$ cat config.mk
export PLATFORM = sky130hd
export DESIGN_NAME = reg_dump_engine
export DESIGN_NICKNAME = d
export VERILOG_FILES = /design/src/rtl/reg_dump_engine_pkg.sv /design/src/rtl/reg_dump_engine.sv
export SDC_FILE = /design/constraint.sdc
export NUM_CORES = 1
export LEC_CHECK = 0
export CAP_MARGIN = 25
export CORE_MARGIN = 1
export CORE_UTILIZATION = 46
export DETAILED_ROUTE_END_ITERATION = 8
export HOLD_SLACK_MARGIN = 0.03
export PLACE_DENSITY = 0.85
export SYNTH_ARGS = -nofsm -noshare
export SYNTH_HDL_FRONTEND = slang
export SYNTH_SLANG_ARGS = --single-unit
$ cat constraint.sdc
create_clock -name clock -period 5.1 [get_ports clock]
set_input_delay 1.275 -clock clock [delete_from_list [all_inputs] [get_ports clock]]
set_output_delay 1.275 -clock clock [all_outputs]
set_load 0.05 [all_outputs]
$ cat src/rtl/reg_dump_engine_pkg.sv
// Shared definitions for the register dump engine: FSM encoding and default
// geometry of the CPU register file it scans.
package reg_dump_engine_pkg;

  localparam int DEF_NUM_REGS = 32;
  localparam int DEF_DATA_W   = 32;
  localparam int DEF_ADDR_W   = 5;

  typedef enum logic [1:0] {
    ST_IDLE = 2'd0,
    ST_READ = 2'd1,
    ST_SEND = 2'd2,
    ST_DONE = 2'd3
  } state_t;

endpackage

$ cat src/rtl/reg_dump_engine.sv
// Walks an external register file index 0..NUM_REGS-1 and streams each word
// out over a valid/ready port, with abort and a one-cycle done pulse.
module reg_dump_engine
  import reg_dump_engine_pkg::*;
#(
  parameter int NUM_REGS = DEF_NUM_REGS,
  parameter int DATA_W   = DEF_DATA_W,
  parameter int ADDR_W   = DEF_ADDR_W
) (
  input  logic              clock,
  input  logic              reset,
  input  logic              start,
  input  logic              abort,
  output logic [ADDR_W-1:0] rd_addr,
  input  logic [DATA_W-1:0] rd_data,
  output logic              out_valid,
  input  logic              out_ready,
  output logic [DATA_W-1:0] out_data,
  output logic [ADDR_W-1:0] out_index,
  output logic              out_last,
  output logic              busy,
  output logic              done,
  output logic [1:0]        fsm_state
);

  // Output handshake: a word transfers on any rising edge where out_valid and
  // out_ready are both high; out_valid/out_data/out_index/out_last hold
  // unchanged until then, and abort overrides a same-cycle transfer.

  localparam logic [ADDR_W-1:0] LAST_IDX = ADDR_W'(NUM_REGS - 1);

  state_t            state;
  logic [ADDR_W-1:0] index;

  assign rd_addr   = index;
  assign fsm_state = state;

  always_ff @(posedge clock or posedge reset) begin
    if (reset) begin
      state     <= ST_IDLE;
      index     <= '0;
      out_data  <= '0;
      out_index <= '0;
      out_valid <= 1'b0;
      out_last  <= 1'b0;
      busy      <= 1'b0;
      done      <= 1'b0;
    end else begin
      unique case (state)
        ST_IDLE: begin
          done <= 1'b0;
          if (start) begin
            index <= '0;
            busy  <= 1'b1;
            state <= ST_READ;
          end
        end

        ST_READ: begin
          if (abort) begin
            busy  <= 1'b0;
            state <= ST_IDLE;
          end else begin
            // Snapshot here so later register writes cannot disturb the word.
            out_data  <= rd_data;
            out_index <= index;
            out_last  <= (index == LAST_IDX);
            out_valid <= 1'b1;
            state     <= ST_SEND;
          end
        end

        ST_SEND: begin
          if (abort) begin
            out_valid <= 1'b0;
            out_last  <= 1'b0;
            busy      <= 1'b0;
            state     <= ST_IDLE;
          end else if (out_valid && out_ready) begin
            out_valid <= 1'b0;
            out_last  <= 1'b0;
            if (index == LAST_IDX) begin
              busy  <= 1'b0;
              done  <= 1'b1;
              state <= ST_DONE;
            end else begin
              index <= index + 1'b1;
              state <= ST_READ;
            end
          end
        end

        ST_DONE: begin
          done  <= 1'b0;
          state <= ST_IDLE;
        end

        default: begin
          out_valid <= 1'b0;
          out_last  <= 1'b0;
          busy      <= 1'b0;
          done      <= 1'b0;
          state     <= ST_IDLE;
        end
      endcase
    end
  end

endmodule
==> key figures <==
Status
  – Status: completed

Job
  – Max-Cap Viols: 0

Setup path
  – Critical path's slowest cell: clkdlybuf4s50_1
  – Peak per-stage delay on the critical path: 0.84 ns
  – CP startpoint kind: register
  – Crit path kind: register to primary output
  – Worst EP arrival: 1.58 ns
  – Critical path's top delay family: buffers and inverters
  – Crit path cell chain: clkdlybuf4s50_1
  – CP Buf/Inv Count: 1
  – CP endpoint kind: primary output
  – Worst-path fanout max: 5
  – Req. time, crit path: 3.83 ns

Drt
  – Final wirelength: 4249 um
  – Residual DRC: 0
  – Detailed Route Iter0 Violations: 69
  – Routed len/inst: 14.65 um
  – Via density: 5.134
  – DR pass1 iterations: 4
  – Via count: 1489
  – Post-route ant nets: 0

Timing
  – Final worst-path cycle share: 56.02%
  – Clock Skews: 0.005865 ns
  – RSZ-0062 raised after global routing: false
  – Fmax: 0.3500 GHz
  – Worst Tran Pin Value: 0.5488 ns
  – Setup violators final: 0
  – Hold WS: 0.5086 ns
  – Max-slew violation count: 0
  – Total Neg Setup Slack: 0 ns
  – Min Clock Period, post-route: 2.857 ns
  – Slew Limit Headroom: 63.03%
  – Final hold viol count: 0

Final layout
  – Share of cells above drive strength 1: 21.67%
  – Most common cell after layout, fill and taps aside: clkdlybuf4s50_1
  – Antenna cells: 0
  – Commonest non-fill, non-tap cells in the layout: 84 x clkdlybuf4s50_1, 48 x dfrtp_1, 37 x mux2_2, 9 x inv_1
  – Layout area overhead: 50.91%
  – Total Nets Final: 285

Synthesis
  – Post-synth top flop: dfrtp_1
  – Simple-gate share of the synthesized area: 6.037%
  – Mux cell area share after synthesis: 20.79%
  – Synthesized cell area: 2052 um2
  – Post-synthesis xor/xnor area fraction: 0%
  – Post-synthesis register bit count: 48
  – Post-synthesis area per instance: 13.41 um2
  – Compound-Gate Fraction of Synth Area: 6.220%
  – Ys Warns: 0
  – Library cells used by synthesis: 26
  – Share of flip-flops with an asynchronous set or reset: 100.0%
  – Syn Nets: 198
  – Post-synthesis sequential area ratio: 58.54%
  – Top cell type's share of synthesized area: 58.54%
  – EDFF count, synth: 0
  – Main combinational cell family by area after synthesis: multiplexers
  – Cells after Synth: 153
  – Top cells by area, synth: dfrtp_1 59%, mux2_2 20%, ha_1 4.9%
  – Synth area leader: dfrtp_1
  – Post-synthesis adder-cell area fraction: 4.878%

Floorplanning
  – Die Height: 68.79 um
  – Die area: 4732 um2
  – I/O pin total: 85
  – Initial Util: 49.52%
  – Core area: 4144 um2
  – FP Rows: 23
  – Die width: 68.79 um

Global routing
  – GR Overflow Total: 0
  – Vias in the first global route: 1480
  – First-pass GRT wire length: 6720 um
  – Initial antenna violation count: 0
  – Pin count of the biggest net entering global routing: 49
  – Tot GR Track Use: 19.81%

Clock network
  – Clock-pin slew on the worst setup and hold paths: 0.08 ns
  – PostCTS Resize Cnt: 0
  – Clk buf depth: 2
  – Setup Fix Bufs, Post-CTS: 0
  – CTS root buffer: clkbuf_8
  – CTS Hold Bufs: 0
  – CTS buffer count: 5
  – Clk sinks: 48
  – Insertion delay to the later sink of the worst-skew pair: 0.30 ns
  – Htree depth: 2
  – CTS tree: built

Placed design
  – DP HPWL: 3017 um
  – Gpl congestion: 0.8048
  – PortBufs: 84

Power and ir drop
  – Worst VDD drop: 0.3946 mV
  – Leak: 1.317 nW
  – Power Density: 704.5 nW/um2

Hold path
  – Hold Crit Class: register to register
cell families after synthesis:
logic type                 after synthesis
adders and majority gates                8
muxes                                   38
DFF                                     48
AOI/OAI and AO/OA                       21
and+or+nand+nor                         22
buffers and inverters                   16
power breakdown:
group / switching, W / internal [W] / leakage [nW]
Clock: 0.000122 / 0.000193 / 0.0642
Combinational: 0.000776 / 0.000472 / 0.664
Sequential: 0.0000838 / 0.000535 / 0.589
sequential cells by signal, summed over array words and instances, names as in the netlist:
signal     cells
out_data      32
out_last       1
out_index      5
busy           1
out_valid      1
rd_addr        5
done           1
fsm_state      2
routing by layer:
layer | wire length (um) | GRT usage [%] | part of all wire (%) | up-vias
li1 | - | - | - | 707
met1 | 1731 | 24.02 | 41 | 714
met2 | 2062 | 31.62 | 49 | 62
met3 | 403 | 8.882 | 9.5 | 6
met4 | 52 | 6.122 | 1.2 | 0
met5 | 0 | 0 | 0 | -
final cells by class:
type | count | area (um2)
clock buffer | 5 | 68.82
clock inverter | 2 | 60.06
fill | 298 | 1047
inverter | 10 | 37.54
multi-input combinational | 89 | 785.8
sequential | 48 | 1201
tap | 50 | 62.56
timing repair buffer | 86 | 880.8
worst paths after layout:
| path | slack (ns) | depth (start not counted) | to | start |
|---|---|---|---|---|
| setup / recovery | 2.24 | 1 | rd_addr[0] | rd_addr[0] |
| hold / removal | 0.51 | 1 | out_data[20] | out_data[20] |
| setup reg to reg | 2.98 | 7 | rd_addr[0] | rd_addr[0] |
| hold reg to reg | 0.51 | 1 | out_data[20] | out_data[20] |
| max in group asynchronous | 3.50 | 3 | out_valid | reset |
| min in group asynchronous | 1.15 | 2 | out_data[2] | reset |
through the flow:
step / util, % / cell area (um2) / total power, W / worst slack (ns) / std cells
after floorplan: - / 2052 / 0.001466 / 2.681 / 153
after global placement: 70.65 / 2928 / 0.001847 / 1.860 / 281
after detailed placement: 70.65 / 2928 / 0.001868 / 1.807 / 281
after CTS: 73.76 / 3057 / 0.002186 / 2.134 / 288
after global routing: 74.73 / 3097 / 0.002291 / 2.179 / 290
final: 74.73 / 3097 / 0.002182 / 2.243 / 290
synthesized netlist by cell type (2+ instances only):
cell type and number:
dfrtp_1 48, mux2_2 37, inv_1 10, ha_1 8
o21ai_0 8, nand2_1 7, a21oi_1 6, buf_2 4
nand3_1 4, nor2b_1 4, or3_1 2
(Power assumes the default switching activity.)
